[config.mk]
export PLATFORM = sky130hd
export DESIGN_NAME = asynch_receiver
export DESIGN_NICKNAME = d
export VERILOG_FILES = /design/src/rtl/asynch_receiver.sv
export SDC_FILE = /design/constraint.sdc
export NUM_CORES = 1
export LEC_CHECK = 0
export ABC_AREA = 1
export BUFFER_PORTS_ARGS = -buffer_cell sky130_fd_sc_hd__buf_2
export CAP_MARGIN = 20
export CORE_UTILIZATION = 60
export CTS_CLUSTER_DIAMETER = 150
export DETAILED_ROUTE_END_ITERATION = 8
export GPL_TIMING_DRIVEN = 0
export PLACE_DENSITY_LB_ADDON = 0.08
export SLEW_MARGIN = 20
export SYNTH_ARGS = -nofsm -noshare
export SYNTH_HDL_FRONTEND = slang
export SYNTH_SLANG_ARGS = --single-unit
[constraint.sdc]
create_clock -name clk -period 4 [get_ports clk]
set_input_delay 0.6 -clock clk [delete_from_list [all_inputs] [get_ports clk]]
set_output_delay 0.6 -clock clk [all_outputs]
set_load 0.01 [all_outputs]
[src/rtl/asynch_receiver.sv]
// asynch_receiver
// Asynchronous serial receiver for an idle-high line carrying frames of one
// start bit (0), D data bits sent LSB-first, and one stop bit (1). The line is
// oversampled at 16x the baud rate and every bit is sampled at its midpoint.
// Each good frame is presented on data together with a one-cycle rdy strobe.
// A frame whose stop bit is low raises a one-cycle ferr strobe and leaves data
// untouched.
//
// Parameters
//   CLKFREQ  system clock frequency in Hz
//   BAUD     line bit rate in bits/s; CLKFREQ/(BAUD*16) must be at least 1
//   D        data bits per frame
//
// Ports
//   clk        system clock
//   reset      synchronous, active-high reset
//   rxd        serial input, asynchronous to clk, idle high
//   data       last correctly received word; holds until the next good frame
//   rdy        one-cycle pulse: data was just updated with a new good frame
//   ferr       one-cycle pulse: stop bit was sampled low (framing error)
//   receiving  high from start-edge detection until the receiver is idle again
`timescale 1ps/1ps
module asynch_receiver #(
   parameter int CLKFREQ = 100_000_000,
   parameter int BAUD    = 9600,
   parameter int D       = 8
) (
   input  logic         clk,
   input  logic         reset,
   input  logic         rxd,
   output logic [D-1:0] data,
   output logic         rdy,
   output logic         ferr,
   output logic         receiving
);

   localparam int DIV  = CLKFREQ / (BAUD * 16);
   localparam int DIVW = (DIV > 1) ? $clog2(DIV) : 1;
   localparam int IDXW = (D > 1) ? $clog2(D) : 1;
   localparam logic [DIVW-1:0] DIV_LAST = DIVW'(DIV - 1);
   localparam logic [IDXW-1:0] IDX_LAST = IDXW'(D - 1);

   typedef enum logic [2:0] {
      IDLE,
      START,
      DATA,
      STOP,
      BREAK
   } state_t;

   state_t          state_q, state_d;
   logic            rxdMeta_q, rxdSync_q;
   logic [DIVW-1:0] divCnt_q, divCnt_d;
   logic [3:0]      sampleCnt_q, sampleCnt_d;
   logic [IDXW-1:0] bitIdx_q, bitIdx_d;
   logic [D-1:0]    shift_q, shift_d;
   logic [D-1:0]    data_q, data_d;
   logic            rdy_q, rdy_d;
   logic            ferr_q, ferr_d;
   logic            tick;
   logic            startEdge;
   logic            midStart;
   logic            midBit;

   // Two-flop synchronizer for the asynchronous line. The flops reset to the
   // idle level so that leaving reset never looks like a start edge.
   always_ff @(posedge clk) begin
      if (reset) begin
         rxdMeta_q <= 1'b1;
         rxdSync_q <= 1'b1;
      end else begin
         rxdMeta_q <= rxd;
         rxdSync_q <= rxdMeta_q;
      end
   end

   // The 16x oversampling tick fires on the last count of the divider. The
   // divider restarts at the start edge so that all later samples are
   // phase-aligned to the falling edge of the start bit rather than to an
   // arbitrary free-running phase.
   assign startEdge = (state_q == IDLE) && !rxdSync_q;
   assign tick      = (divCnt_q == DIV_LAST);
   assign midStart  = tick && (sampleCnt_q == 4'd7);
   assign midBit    = tick && (sampleCnt_q == 4'd15);

   always_comb begin
      divCnt_d = divCnt_q + 1'b1;
      if (startEdge || tick) begin
         divCnt_d = '0;
      end
   end

   // Next-state logic. The sample counter simply free-runs on ticks and wraps
   // from 15 to 0, so once it is cleared at mid start bit every following wrap
   // lands exactly on the midpoint of the next bit. The shift register fills
   // from the MSB end, which leaves the LSB-first word correctly ordered after
   // D shifts.
   always_comb begin
      state_d     = state_q;
      sampleCnt_d = tick ? (sampleCnt_q + 4'd1) : sampleCnt_q;
      bitIdx_d    = bitIdx_q;
      shift_d     = shift_q;
      data_d      = data_q;
      rdy_d       = 1'b0;
      ferr_d      = 1'b0;
      case (state_q)
         IDLE: begin
            if (!rxdSync_q) begin
               state_d     = START;
               sampleCnt_d = 4'd0;
            end
         end
         START: begin
            if (midStart) begin
               if (!rxdSync_q) begin
                  state_d     = DATA;
                  sampleCnt_d = 4'd0;
                  bitIdx_d    = '0;
               end else begin
                  state_d = IDLE;
               end
            end
         end
         DATA: begin
            if (midBit) begin
               shift_d = (shift_q >> 1) | (D'(rxdSync_q) << (D - 1));
               if (bitIdx_q == IDX_LAST) begin
                  state_d = STOP;
               end else begin
                  bitIdx_d = bitIdx_q + 1'b1;
               end
            end
         end
         STOP: begin
            if (midBit) begin
               if (rxdSync_q) begin
                  data_d  = shift_q;
                  rdy_d   = 1'b1;
                  state_d = IDLE;
               end else begin
                  ferr_d  = 1'b1;
                  state_d = BREAK;
               end
            end
         end
         BREAK: begin
            if (rxdSync_q) begin
               state_d = IDLE;
            end
         end
         default: begin
            state_d = IDLE;
         end
      endcase
   end

   // State and datapath registers, including the registered strobes.
   always_ff @(posedge clk) begin
      if (reset) begin
         state_q     <= IDLE;
         divCnt_q    <= '0;
         sampleCnt_q <= 4'd0;
         bitIdx_q    <= '0;
         shift_q     <= '0;
         data_q      <= '0;
         rdy_q       <= 1'b0;
         ferr_q      <= 1'b0;
      end else begin
         state_q     <= state_d;
         divCnt_q    <= divCnt_d;
         sampleCnt_q <= sampleCnt_d;
         bitIdx_q    <= bitIdx_d;
         shift_q     <= shift_d;
         data_q      <= data_d;
         rdy_q       <= rdy_d;
         ferr_q      <= ferr_d;
      end
   end

   assign data      = data_q;
   assign rdy       = rdy_q;
   assign ferr      = ferr_q;
   assign receiving = (state_q != IDLE);

endmodule

==> flow_summary.ini, run 1 <==
[outcome]
outcome = finished clean

[die]
dieArea_mm2 = 0.00334
fp-row-count = 19
io_pins = 14
fp.dieH_um = 57.8
core_mm2 = 0.00285
die_w_um = 57.8
start_util_pct = 65.5

[yosys]
yosys.area.top_type = dfxtp_1
synthesis.nets = 248
syn_area_mm2 = 0.00187
synth_top_family_by_area = simple AND/OR/NAND/NOR gates
async_flop_share_pct = 0
synth.most_common_cell = nand2_1
yosys.area_share.xor_xnor_pct = 0.938
ys_types = 32
synth_area_leaders = dfxtp_1, nand2_1, inv_1
synth_edf_count = 0
synth_compound_area_share_pct = 11.7
synth_top_cell_area_share_pct = 42.9
synthFlopType = dfxtp_1
yosysWarnings = 0
synth-seq-area-share_pct = 42.9
netlist_instances = 240
ys_ff_latch = 40
yosys.area_share.adder_pct = 3.35
syn_area_per_cell_um2 = 7.78
synth_common_cells = nand2_1, dfxtp_1, inv_1, nor2_1, a21oi_1
synth-simple-area-share_pct = 32.1
synth_mux_area_share_pct = 0

[placed_design]
dpl.hpwl_um = 2420
dp_slack_ns = 2.40
dp.cells = 284
place_congestion = 0.819
io_buffers = 13

[global_route]
track_usage_pct = 23.4
first_global_vias = 1363
grt_max_degree = 14
grt_pass1_wl_um = 5880
antenna_found_initial = 0
grt-ovfl-total = 0

[sta]
finalCritPeriodShare_pct = 45.2
hold_viol = 0
worst_slack_ns = 2.19
drv_slew = 0
finalCriticalPeriod_ns = 1.81
rsz0062_at_grt = no
max_freq_mhz = 553
finalSetupViolations = 0
clock_skew_ns = 0.0113
worst_pin_slew_ns = 0.452
slew_headroom_pct = 69.8
setup_tns_ns = 0

[detailed_routing]
antenna_left = 0
viasPerCell = 5.16
wl_um = 3320
dr.first_iter.drc_count = 57
dr.pass1.iters = 4
drc = 0
m1WireLength_um = 1600
wl_met2_um = 1550
wl_per_cell_um = 11.4
num_vias = 1508
top_layer = met4
wl_met3_um = 126

[pwr]
powerDensity_mw_per_mm2 = 387
power.leakage_nw = 0.920
peakVddDrop_uv = 305

[cts]
post_cts_buffers = 0
clkTransAtPathRegs_ns = 0.12
cts_resized = 0
tritoncts = done
clockRootBuffer = clkbuf_4
ctsHoldBuffers = 0
cts_made_buffers = 5
clock_path_buffers = 2
htreeDepth = 2
insertion_delay_ns = 0.36
clock_sinks = 40

[worst_hold_path]
min_path_cells = 2
hold_path_class = in -> reg

[cells_and_area]
final_net_count = 268
drive_gt1_share_pct = 19.2
fill_cells = 255
instances_no_fill = 292
antennaDiodeCount = 0
ff_latch_area_um2 = 801
final_util_pct = 71.1
multi_input_area_um2 = 898
area_delta_synth_final_pct = 8.57

[setup_path]
critical_path_peak_fanout = 7
end_kind = output pin
critPathArrivalTime_ns = 1.21
rr_worst_depth = 8
required_ns = 3.40
cp-start-kind = flop
critPathKind = reg -> out

[job]
maxCapViolations = 0
-- worst max-delay path: stages, from the launching register on --
cell and delay (ns):
dfxtp_1 0.51, nor2_1 0.11, nand2_1 0.10, buf_2 0.14
-- routing by layer --
layer | global-route usage (%) | vias to the layer above
met5 | 0 | -
met4 | 8.16 | 0
met3 | 7.37 | 4
met2 | 37.0 | 19
met1 | 30.2 | 682
li1 | - | 803
-- per-stage QoR --
stage	hold WS [ns]	power (mW)	area [um2]
after global routing	0.392	0.832	2030
after detailed placement	0.402	0.589	1970
after global placement	0.402	0.584	1970
after floorplan	0.389	0.555	1870
final	0.412	0.784	2030
after CTS	0.411	0.787	2030
-- final cells by class --
class,count,share of cell area [%]
clock buffer,5,1.85
timing repair buffer,13,3.21
buffer,3,1.30
sequential,40,39.5
tap,31,1.91
inverter,38,7.03
clock inverter,3,0.925
multi-input combinational,159,44.3
-- final timing paths --
| kind | start | to | slack (ns) |
|---|---|---|---|
| min reg2reg | rxdMeta_q | rxdSync_q | 0.44 |
| min | rxd | rxdMeta_q | 0.41 |
| max | state_q[0] | receiving | 2.19 |
| max reg2reg | sampleCnt_q[0] | state_q[0] | 2.38 |
-- kinds of logic after synthesis --
logic type / Yosys count
buffers and inverters: 41
adders and majority gates: 5
AOI/OAI and AO/OA: 40
xor gates and xnor gates: 2
and+or+nand+nor: 112
DFF: 40
-- sequential cells by signal, indices dropped and copies added, names as in the netlist --
| register | flops |
|---|---|
| divCnt_q | 10 |
| state_q | 3 |
| shift_q | 8 |
| rxdMeta_q | 1 |
| rxdSync_q | 1 |
| bitIdx_q | 3 |
| sampleCnt_q | 4 |
| rdy | 1 |
| ferr | 1 |
| data | 8 |
-- layout by cell type (no fill, tap or decap) --
cell type  Yosys  routed
clkbuf_4       1       6
xnor2_1        1       1
nand3_1        8       8
nor4_1         1       1
xor2_1         1       1
o21ai_1        1       1
o211ai_2       1       1
ha_1           5       5
nor2_1        28      28
inv_2          2       2
o21ai_0       11      11
a21oi_1       23      23
buf_4          1       1
clkinv_2       0       2
inv_1         36      36
and3_2         1       1
buf_6          1       1
nand4_1        4       4
nand2_1       45      45
a211oi_1       1       1
nor3b_1        2       2
nand2_2        5       5
dfxtp_1       40      40
buf_2          0      13
nor2_8         2       2
clkinv_4       0       1
a31oi_1        1       1
nand2_4        1       1
nor2_4         2       2
o21ai_2        2       2
nor2_2         3       3
nor3_1         3       3
or2_2          3       3
nand4_4        3       3
nand3_2        1       1
-- power breakdown --
part           leakage (nW)  switching, mW  total (mW)  internal (mW)
Clock                0.0349          0.136       0.204         0.0675
Combinational         0.562         0.0994       0.150         0.0503
Sequential            0.324         0.0194       0.431          0.411
Total                 0.920          0.255       0.784          0.529
No activity file was read; power rests on OpenSTA's default activity.
==> run 2: changes to the inputs <==
- ABC_AREA: 1 -> 0
- CORE_UTILIZATION: 60 -> 58
- clock period: 4 -> 1.83 ns (I/O delays scaled with it)
==> run 2 against run 1 <==
The flow now finishes with violations (DRC, setup timing). Non-clock buffer count up 16. Global-route usage grew 0.53 points. Synthesized cell count fell by 21%. Synthesized area is 5.5% lower. Core utilization increased by 3.8 points. Hold slack worse by 0.30 ns. Cell count decreased by 13%. Critical path type is now reg -> reg. Largest power group unchanged.
==> flow_summary.ini, run 2 <==
[pwr]
powerDensity_mw_per_mm2 = 669
peakVddDrop_uv = 687
power.leakage_nw = 0.874
power_mw = 1.42

[setup_path]
critPathArrivalTime_ns = 2.22
rrSetupSlack_ns = -0.1
rr_worst_depth = 9
cp-start-kind = flop
critical_path_peak_fanout = 4
r2r_end = ferr
required_ns = 2.12
critPathKind = reg -> reg
end_kind = flop
reg2reg_from = divCnt_q[0]

[detailed_routing]
drc = 5
dr.first_iter.drc_count = 75
antenna_left = 0
wl_per_cell_um = 14.3
viasPerCell = 5.67
wl_um = 3610
num_vias = 1435
dr.pass1.iters = 6

[cts]
clkTransAtPathRegs_ns = 0.11
tritoncts = done
clock_path_buffers = 2
clock_sinks = 40
cts_made_buffers = 5
insertion_delay_ns = 0.35
ctsHoldBuffers = 0
htreeDepth = 2
clockRootBuffer = clkbuf_4

[global_route]
grt_max_degree = 13
grt_pass1_wl_um = 5960
antenna_found_initial = 0
track_usage_pct = 23.9
grt-ovfl-total = 0
first_global_vias = 1424

[yosys]
ys_types = 37
ys_ff_latch = 40
synth_common_cells = dfxtp_1, nor2_1, nand2_1, a21oi_1
syn_area_mm2 = 0.00177
synthesis.nets = 198
yosysWarnings = 0
synth-seq-area-share_pct = 45.4
synth_top_cell_area_share_pct = 45.4
synthFlopType = dfxtp_1
async_flop_share_pct = 0
synth_area_leaders = dfxtp_1, nor2_1, mux2i_1
synth.most_common_cell = dfxtp_1
synth_edf_count = 0
netlist_instances = 190
syn_area_per_cell_um2 = 9.29
yosys.area.top_type = dfxtp_1

[die]
dieArea_mm2 = 0.00327
fp.dieH_um = 57.2
fp-row-count = 19
core_mm2 = 0.00283
die_w_um = 57.2
io_pins = 14
start_util_pct = 62.4

[sta]
max_freq_mhz = 519
worst_slack_ns = -0.0956
finalSetupViolations = 12
hold_viol = 0
rsz0062_at_grt = yes
timing.hold.ws_ns = 0.110
finalCriticalPeriod_ns = 1.93
drv_slew = 0
worst_pin_slew_ns = 0.503
slew_headroom_pct = 66.3
finalCritPeriodShare_pct = 105
clock_skew_ns = 0.00787

[cells_and_area]
layout_common_cells = dfxtp_1, nor2_1, nand2_1
antennaDiodeCount = 0
fill_cells = 196
drive_gt1_share_pct = 27.5
final_net_count = 230
regMostFlops = divCnt_q
final_common_cell = dfxtp_1
area_delta_synth_final_pct = 20.1
largest_reg_flops = 10

[job]
maxCapViolations = 0

[outcome]
outcome = finished, violations left
violations = DRC, setup timing

[placed_design]
place_congestion = 0.820
dpl.hpwl_um = 2360
io_buffers = 13

[worst_hold_path]
hold_path_class = in -> reg
hp-start = rxd
hold_end = rxdMeta_q
min_path_cells = 2
[run 2: worst max-delay path by stage]
stage | slack, ns | start | depth (start not counted) | end
2_1_floorplan | 0.006 | divCnt_q[0] | 8 | bitIdx_q[0]
3_3_place_gp | -0.16 | divCnt_q[0] | 7 | data[4]
3_5_place_dp | -0.22 | divCnt_q[0] | 8 | state_q[2]
4_1_cts | -0.05 | divCnt_q[0] | 9 | state_q[2]
5_1_grt | -0.17 | divCnt_q[0] | 9 | state_q[2]
6_report | -0.1 | divCnt_q[0] | 9 | ferr
[run 2: cell families after synthesis]
group | Yosys count | share of synthesized area (%)
simple gates | 84 | 24.7
flops | 40 | 45.4
compound gates | 28 | 12.0
xor+xnor | 12 | 5.95
buf+inv | 11 | 2.76
mux | 10 | 5.67
fa+ha+maj | 5 | 3.54
[run 2: per-stage QoR]
stage	cells	setup WS [ns]	area [um2]	TNS (ns)	util (%)
floorplan	190	0.00624	1790	0	-
global placement	234	-0.156	1890	-1.91	66.8
detailed placement	234	-0.218	1890	-2.77	66.8
CTS	251	-0.0543	2030	-0.275	71.9
global route	253	-0.174	2120	-2.85	74.9
finish	253	-0.0956	2120	-0.533	74.9
[run 2: report_power, final]
| part | switching, mW | leakage [nW] | internal, mW |
|---|---|---|---|
| clock | 0.281 | 0.0271 | 0.140 |
| combinational | 0.0568 | 0.521 | 0.0461 |
| sequential | 0.0129 | 0.326 | 0.880 |
[run 2: timing repair]
item | CTS | global route
setup buffers | 10 | 4
setup endpoints to repair | 22 | 24
hold endpoints to repair | 0 | 0
gates resized for setup | 8 | 16
cloned | 0 | 0
pin swaps | 3 | 7
[run 2: critical path, stage by stage (launching register included)]
cell      delay [ns]
dfxtp_4         0.37
inv_4           0.05
ha_4            0.10
and3b_2         0.21
nand4b_4        0.11
buf_8           0.15
buf_4           0.13
buf_6           0.11
or4_4           0.53
nor2_1          0.11
[run 2: final cells by class]
type	instances	area (um2)	share of cell area [%]
plain buffers	6	33.8	1.59
repair buffers	26	170	8.03
well taps	31	38.8	1.83
flip-flops and latches	40	812	38.3
clock buffers	5	37.5	1.77
multi-input cells	139	997	47.0
clock inverters	2	12.5	0.590
inverters	4	17.5	0.826
[run 2: routing by layer]
layer	global-route usage, %	part of all wire [%]	vias to the layer above
li1	-	-	717
met1	26.8	45	684
met2	41.5	50	24
met3	5.44	2.8	10
met4	13.9	2.3	0
met5	0	0	-
==> run 3: changes to the inputs <==
- RECOVER_POWER: unset -> 50
==> run 3 against run 2 <==
The flow still finishes with violations (DRC, setup timing). Clock power about the same. Sequential cell count unchanged. Total power about the same. Die area unchanged. Register-to-register slack about the same. Routed wire length increased by 0.39%. Design area decreased by 0.71%.
==> flow_summary.ini, run 3 (synthesized netlist as in run 2, its figures left out) <==
[outcome]
outcome = finished, violations left
violations = DRC, setup timing

[cells_and_area]
antennaDiodeCount = 0
final_common_cell = dfxtp_1
layout_common_cells = dfxtp_1, nor2_1, nand2_1
regMostFlops = divCnt_q
drive_gt1_share_pct = 22.1
largest_reg_flops = 10
final_net_count = 230
area_delta_synth_final_pct = 19.2
fill_cells = 201

[cts]
cts_made_buffers = 5
tritoncts = done
insertion_delay_ns = 0.35
clock_path_buffers = 2
clockRootBuffer = clkbuf_4
clkTransAtPathRegs_ns = 0.11
clock_sinks = 40
htreeDepth = 2

[setup_path]
r2r_end = ferr
required_ns = 2.12
critPathKind = reg -> reg
critPathArrivalTime_ns = 2.22
rr_worst_depth = 9
rrSetupSlack_ns = -0.1
critical_path_peak_fanout = 4
cp-start-kind = flop
end_kind = flop
reg2reg_from = divCnt_q[0]

[worst_hold_path]
hold_end = rxdMeta_q
min_path_cells = 2
hold_path_class = in -> reg
hp-start = rxd

[detailed_routing]
dr.first_iter.drc_count = 74
viasPerCell = 5.70
wl_um = 3630
wl_per_cell_um = 14.3
num_vias = 1443
drc = 2
antenna_left = 0
dr.pass1.iters = 6

[pwr]
peakVddDrop_uv = 710
power.leakage_nw = 0.823
powerDensity_mw_per_mm2 = 673

[global_route]
grt-ovfl-total = 0
grt_pass1_wl_um = 5960
track_usage_pct = 23.9
grt_max_degree = 13
antenna_found_initial = 0
first_global_vias = 1424

[sta]
finalCriticalPeriod_ns = 1.93
finalSetupViolations = 12
worst_slack_ns = -0.0956
rsz0062_at_grt = yes
max_freq_mhz = 519
hold_viol = 0
finalCritPeriodShare_pct = 105
drv_slew = 0
clock_skew_ns = 0.00843
setup_tns_ns = -0.548
worst_pin_slew_ns = 0.499
slew_headroom_pct = 66.5

[die]
core_mm2 = 0.00283
die_w_um = 57.2
io_pins = 14
dieArea_mm2 = 0.00327
start_util_pct = 62.4
fp.dieH_um = 57.2
fp-row-count = 19

[job]
maxCapViolations = 0

[placed_design]
place_congestion = 0.820
dpl.hpwl_um = 2360
dp_slack_ns = -0.218
io_buffers = 13
run 3: repair_timing:
item | in CTS | in global routing
hold buffers | 0 | 0
setup endpoints to repair | 22 | 24
buffers inserted | 10 | 4
pin swaps | 3 | 7
resized for setup | 8 | 16
run 3: layout make-up:
type,instances,area (um2),share of cell area [%]
buffer,6,33.8,1.61
clock buffer,5,37.5,1.78
clock inverter,2,12.5,0.595
inverter,4,17.5,0.832
multi-input combinational,139,997,47.4
sequential,40,812,38.6
tap,31,38.8,1.84
timing repair buffer,26,155,7.37
run 3: report_power, final:
part	total, mW	switching [mW]	leakage (nW)	internal [mW]
Clock	0.422	0.282	0.0271	0.140
Combinational	0.102	0.0569	0.470	0.0453
Sequential	0.893	0.0129	0.326	0.880
Total	1.42	0.352	0.823	1.07
run 3: how the worst max path moves through the flow:
| stage | start | end | slack, ns | cells after the start |
|---|---|---|---|---|
| finish | divCnt_q[0] | ferr | -0.1 | 9 |
| global route | divCnt_q[0] | state_q[2] | -0.17 | 9 |
| CTS | divCnt_q[0] | state_q[2] | -0.05 | 9 |
| detailed placement | divCnt_q[0] | state_q[2] | -0.22 | 8 |
| global placement | divCnt_q[0] | data[4] | -0.16 | 7 |
| floorplan | divCnt_q[0] | bitIdx_q[0] | 0.006 | 8 |
run 3: layer usage:
layer | GRT usage (%) | share of wire (%) | vias to the layer above
li1 | - | - | 719
met1 | 26.8 | 45 | 685
met2 | 41.5 | 50 | 29
met3 | 5.44 | 3.1 | 10
met4 | 13.9 | 2.3 | 0
met5 | 0 | 0 | -
run 3: critical path, cell delays in order (launching register included):
cell      delay [ns]
dfxtp_4         0.37
inv_4           0.05
ha_4            0.10
and3b_2         0.21
nand4b_4        0.11
buf_8           0.15
buf_4           0.13
buf_6           0.11
or4_4           0.53
nor2_1          0.11
run 3: metrics by stage:
step | utilization (%) | instances | hold slack, ns | power (mW) | area (um2)
6_report | 74.4 | 253 | 0.109 | 1.42 | 2100
2_1_floorplan | - | 190 | 0.378 | 0.963 | 1790
3_3_place_gp | 66.8 | 234 | 0.392 | 0.980 | 1890
5_1_grt | 74.4 | 253 | 0.0963 | 1.48 | 2100
4_1_cts | 71.9 | 251 | 0.0934 | 1.41 | 2030
3_5_place_dp | 66.8 | 234 | 0.406 | 0.983 | 1890
